===== src/rtl/skip_counter_pkg.sv =====
// Shared types and defaults for the skip-sequence counter controller.
package skip_counter_pkg;

  localparam int unsigned DEF_WIDTH = 3;
  localparam int unsigned DEF_CNT_W = 8;

  // Lab sequence 0,1,2,4,5,6 with limit 7: states 3 and 7 skipped.
  localparam logic [7:0] DEF_SKIP_MASK = 8'h88;

  typedef enum logic [1:0] {
    ST_IDLE  = 2'd0,
    ST_RUN   = 2'd1,
    ST_PAUSE = 2'd2,
    ST_DONE  = 2'd3
  } state_e;

endpackage


===== src/rtl/jk_cell.sv =====
// One JK flip-flop of the counter bank, with synchronous active-high clear.
module jk_cell (
  input  logic clk,
  input  logic clear,
  input  logic j,
  input  logic k,
  output logic q
);

  logic q_d;
  logic q_q;

  always_comb begin
    q_d = q_q;
    case ({j, k})
      2'b01:   q_d = 1'b0;
      2'b10:   q_d = 1'b1;
      2'b11:   q_d = ~q_q;
      default: q_d = q_q;
    endcase
  end

  always_ff @(posedge clk) begin
    if (clear) q_q <= 1'b0;
    else       q_q <= q_d;
  end

  assign q = q_q;

endmodule


===== src/rtl/skip_counter_ctrl.sv =====
// Run-control sequencer for a JK-flip-flop skip counter: start/pause/step/abort,
// programmable wrap value and skip set, bounded run length with done/wrap pulses.
module skip_counter_ctrl
  import skip_counter_pkg::*;
#(
  parameter int unsigned WIDTH = DEF_WIDTH,
  parameter int unsigned CNT_W = DEF_CNT_W
) (
  input  logic                  clk,
  input  logic                  clear,
  input  logic                  start,
  input  logic                  stop,
  input  logic                  step,
  input  logic [WIDTH-1:0]      limit,
  input  logic [2**WIDTH-1:0]   skip_mask,
  input  logic [CNT_W-1:0]      run_len,
  output logic [WIDTH-1:0]      count,
  output logic                  busy,
  output logic                  wrap,
  output logic                  done
);

  localparam int unsigned NSTATES = 2 ** WIDTH;

  state_e               state_q, state_d;
  logic [WIDTH-1:0]     limit_q, limit_d;
  logic [NSTATES-1:0]   mask_q, mask_d;
  logic [CNT_W-1:0]     rem_q, rem_d;
  logic                 busy_q, busy_d;
  logic                 wrap_q, wrap_d;
  logic                 done_q, done_d;

  logic [WIDTH-1:0]     count_q;
  logic [WIDTH-1:0]     nxt_c;
  logic                 found;
  logic                 adv;
  logic                 load;
  logic [WIDTH-1:0]     cnt_tgt;
  logic [WIDTH-1:0]     jk_j;
  logic [WIDTH-1:0]     jk_k;

  // next(): smallest non-skipped state in (count, limit], else 0.
  always_comb begin
    nxt_c = '0;
    found = 1'b0;
    for (int unsigned v = 0; v < NSTATES; v++) begin
      if (!found && (WIDTH'(v) > count_q) && (WIDTH'(v) <= limit_q) &&
          !mask_q[WIDTH'(v)]) begin
        nxt_c = WIDTH'(v);
        found = 1'b1;
      end
    end
  end

  // Run-control FSM, run-length bookkeeping and status pulses.
  always_comb begin
    state_d = state_q;
    limit_d = limit_q;
    mask_d  = mask_q;
    rem_d   = rem_q;
    wrap_d  = 1'b0;
    done_d  = 1'b0;
    adv     = 1'b0;
    load    = 1'b0;

    case (state_q)
      ST_IDLE, ST_DONE: begin
        state_d = ST_IDLE;
        if (start) begin
          load    = 1'b1;
          limit_d = limit;
          mask_d  = skip_mask;
          rem_d   = run_len;
          state_d = ST_RUN;
        end
      end
      ST_RUN: begin
        if (stop) state_d = ST_PAUSE;
        else      adv     = 1'b1;
      end
      ST_PAUSE: begin
        if (stop)       state_d = ST_IDLE;
        else if (start) state_d = ST_RUN;
        else if (step)  adv     = 1'b1;
      end
      default: state_d = ST_IDLE;
    endcase

    // A zero run length means free-run: rem never reaches 0 by decrement.
    if (adv) begin
      wrap_d = (nxt_c == '0);
      if (rem_q != '0) begin
        rem_d = rem_q - CNT_W'(1);
        if (rem_q == CNT_W'(1)) begin
          state_d = ST_DONE;
          done_d  = 1'b1;
        end
      end
    end

    busy_d = (state_d == ST_RUN) || (state_d == ST_PAUSE);
  end

  // Drive JK inputs toward the target so the bank lands on it in one edge.
  always_comb begin
    cnt_tgt = load ? '0 : nxt_c;
    jk_j    = '0;
    jk_k    = '0;
    if (adv || load) begin
      jk_j = ~count_q & cnt_tgt;
      jk_k = count_q & ~cnt_tgt;
    end
  end

  for (genvar i = 0; i < int'(WIDTH); i++) begin : g_bit
    jk_cell u_jk (
      .clk   (clk),
      .clear (clear),
      .j     (jk_j[i]),
      .k     (jk_k[i]),
      .q     (count_q[i])
    );
  end

  always_ff @(posedge clk) begin
    if (clear) begin
      state_q <= ST_IDLE;
      limit_q <= '0;
      mask_q  <= '0;
      rem_q   <= '0;
      busy_q  <= 1'b0;
      wrap_q  <= 1'b0;
      done_q  <= 1'b0;
    end else begin
      state_q <= state_d;
      limit_q <= limit_d;
      mask_q  <= mask_d;
      rem_q   <= rem_d;
      busy_q  <= busy_d;
      wrap_q  <= wrap_d;
      done_q  <= done_d;
    end
  end

  assign count = count_q;
  assign busy  = busy_q;
  assign wrap  = wrap_q;
  assign done  = done_q;

endmodule


===== config.mk =====
export PLATFORM = sky130hd
export DESIGN_NAME = skip_counter_ctrl
export DESIGN_NICKNAME = d
export VERILOG_FILES = /design/src/rtl/skip_counter_pkg.sv /design/src/rtl/jk_cell.sv /design/src/rtl/skip_counter_ctrl.sv
export SDC_FILE = /design/constraint.sdc
export NUM_CORES = 1
export LEC_CHECK = 0
export BUFFER_PORTS_ARGS = -buffer_cell sky130_fd_sc_hd__clkbuf_2
export CORE_ASPECT_RATIO = 0.7
export CORE_MARGIN = 3
export CORE_UTILIZATION = 54
export DETAILED_ROUTE_END_ITERATION = 12
export PLACE_DENSITY_LB_ADDON = 0.15
export SLEW_MARGIN = 25
export SYNTH_ARGS = -nofsm -noshare
export SYNTH_HDL_FRONTEND = slang
export SYNTH_SLANG_ARGS = --single-unit

===== constraint.sdc =====
create_clock -name clk -period 2.1 [get_ports clk]
set_clock_uncertainty 0.2 [all_clocks]
set_input_delay 0.21 -clock clk [delete_from_list [all_inputs] [get_ports clk]]
set_output_delay 0.21 -clock clk [all_outputs]
set_load 0.005 [all_outputs]

==> impl_metrics.env <==
export IMPL_clk_path_buf_depth=2
export IMPL_p_leak_nw=0.761
export IMPL_pwr_density_cell_nw_per_um2=601
export IMPL_dp_worst_setup_slack_ps=63.0
export IMPL_synthMuxAreaShare_pct=0.769
export IMPL_grt_start_max_net_pins=28
export IMPL_path_clk_slew_ps=90
export IMPL_cp_data_required_time_ps=2050
export IMPL_cp_start_kind="flop"
export IMPL_wl_per_cell_um=13.3
export IMPL_fin_util_pct=72.7
export IMPL_finalInstanceArea_um2=1830
export IMPL_cts_tree="yes"
export IMPL_dr_total_vias=1447
export IMPL_area_growth_pct=24.9
export IMPL_final_common_cell="nand2_1"
export IMPL_avgSynthCellArea_um2=7.96
export IMPL_reg2reg_depth=8
export IMPL_synth_flop_cell="dfxtp_1"
export IMPL_synth_adder_area_share_pct=3.42
export IMPL_place_area_um2=1640
export IMPL_drt_iter0_drc=73
export IMPL_worstMarginPinSlew_ps=559
export IMPL_critPathCaptureType="flop"
export IMPL_drv_cap=0
export IMPL_period_needed_ps=1990
export IMPL_syn_num_nets=212
export IMPL_core_area_um2=2510
export IMPL_synth_xor_area_share_pct=0.598
export IMPL_synth_top_family_by_area="compound AO/OA/AOI/OAI gates"
export IMPL_async_flop_share_pct=0
export IMPL_grt_pass1_vias=1345
export IMPL_antenna_cells=0
export IMPL_final_hold_viol_count=0
export IMPL_fin_cells=258
export IMPL_p_total_mw=1.10
export IMPL_grt_pass1_wl_mm=5.74
export IMPL_antenna_found_initial=0
export IMPL_cts_buffers=3
export IMPL_layout_common_cells="nand2_1 (29), clkbuf_2 (28), dfxtp_1 (25)"
export IMPL_drt_first_pass_iters=4
export IMPL_drive_above_1_share_pct=24.6
export IMPL_yosysUniqueCellTypes=44
export IMPL_relSlewSlack_pct=62.7
export IMPL_vias_per_cell=5.61
export IMPL_worst_ir_drop_vdd_mv=0.560
export IMPL_overflow=0
export IMPL_ys_seq_elements=26
export IMPL_gp_congestion=0.898
export IMPL_ys_seq_area_share_pct=35.5
export IMPL_insertion_delay_ps=270
export IMPL_rsz0062_at_grt="no"
export IMPL_synthCells=184
export IMPL_synth_simple_area_share_pct=24.3
export IMPL_io_buffers=28
export IMPL_initial_core_util_pct=58.3
export IMPL_die_w_um=68.3
export IMPL_dp_cells=243
export IMPL_setup_violations=0
export IMPL_nFillCells=203
export IMPL_setup_tns_ps=0
export IMPL_cts_root_buf="clkbuf_8"
export IMPL_rows=15
export IMPL_setup_ws_ps=114
export IMPL_die_area_um2=3380
export IMPL_path_max_fanout=7
export IMPL_slew_viol_final=0
export IMPL_holdPathStages=3
export IMPL_synth_compound_area_share_pct=27.2
export IMPL_io_pin_count=30
export IMPL_totalWireLength_mm=3.43
export IMPL_synth_area_um2=1470
export IMPL_ys_warn_count=0
export IMPL_fmax_ghz=0.503
export IMPL_drcViolationCount=0
export IMPL_clkSinkCount=26
export IMPL_arrival_ps=1930
export IMPL_die_h_um=49.6
export IMPL_timing_final_crit_share_pct=94.6
export IMPL_hold_slack_ps=21.0
export IMPL_hpwl_mm=2.56
export IMPL_htree_levels=1
export IMPL_synth_edf_count=0
export IMPL_setup_worst_path_class="flop to flop"
export IMPL_antenna_left=0
export IMPL_grt_usage_pct=21.9
export IMPL_nets=253
export IMPL_status="finished clean"
export IMPL_hold_class="input port to flop"
worst max-delay path, cell delays in order (launching register included):
cell and delay (ps):
dfxtp_2 340, inv_1 50, ha_2 190, and3b_2 230
o21ai_4 290, a21oi_4 60, buf_4 170, a32oi_1 240
a21oi_2 80
layer usage:
layer  share of wire, %  track usage (%)  wire length [um]  vias to the layer above
li1                   -                -                 -                      739
met1                 48             30.2              1650                      653
met2                 43             34.4              1490                       53
met3                8.2             4.78               280                        2
met4               0.41             5.61                14                        0
met5                  0                0                 0                        -
state kept, by name (all words and copies together), names as in the netlist:
name and cells:
busy 1, rem_q 8, done 1, g_bit.u_jk.q 3
state_q 2, wrap 1, limit_q 3, mask_q 7
cells by family (layout without fill, tap and decap cells):
group / count (synthesis) / after routing
AND/OR/NAND/NOR: 69 / 69
buffers and inverters: 23 / 63
XOR/XNOR: 1 / 1
flip-flops: 26 / 26
AO/OA/AOI/OAI: 60 / 60
multiplexers: 1 / 1
adder cells (fa/ha/maj): 4 / 4
synth_stat cells (4+ instances only):
master | instances | area, um2
a21oi_1 | 23 | 115
a32oi_1 | 4 | 35.0
buf_4 | 5 | 37.5
clkbuf_1 | 6 | 22.5
dfxtp_1 | 26 | 521
ha_1 | 4 | 50.1
inv_1 | 10 | 37.5
nand2_1 | 29 | 109
nand3_1 | 4 | 20.0
nor2_1 | 13 | 48.8
o21ai_0 | 6 | 30.0
worst paths after layout:
| path | start | to | slack [ps] |
|---|---|---|---|
| max reg2reg | state_q[0] | rem_q[7] | 110 |
| min reg2reg | mask_q[3] | mask_q[3] | 270 |
| min | run_len[2] | rem_q[2] | 20 |
| max | state_q[0] | rem_q[7] | 110 |
area by class of cell:
class	instances	area, um2	share of cell area (%)
clock buffers	4	55.1	3.01
well taps	34	42.5	2.33
inverters	10	37.5	2.05
flip-flops and latches	26	522	28.5
repair buffers	49	323	17.6
multi-input cells	135	850	46.4
power by group:
| group | internal [mW] | switching [mW] |
|---|---|---|
| logic | 0.115 | 0.122 |
| registers | 0.518 | 0.0253 |
| clock network | 0.168 | 0.151 |
| total | 0.801 | 0.299 |
what timing repair did:
item | CTS | global route
hold buffers | 10 | 0
gates resized for setup | 0 | 8
buffers inserted | 0 | 1
hold endpoints to repair | 10 | 0
setup endpoints to repair | 0 | 8
Note: power is estimated with default switching activity, not from simulation.
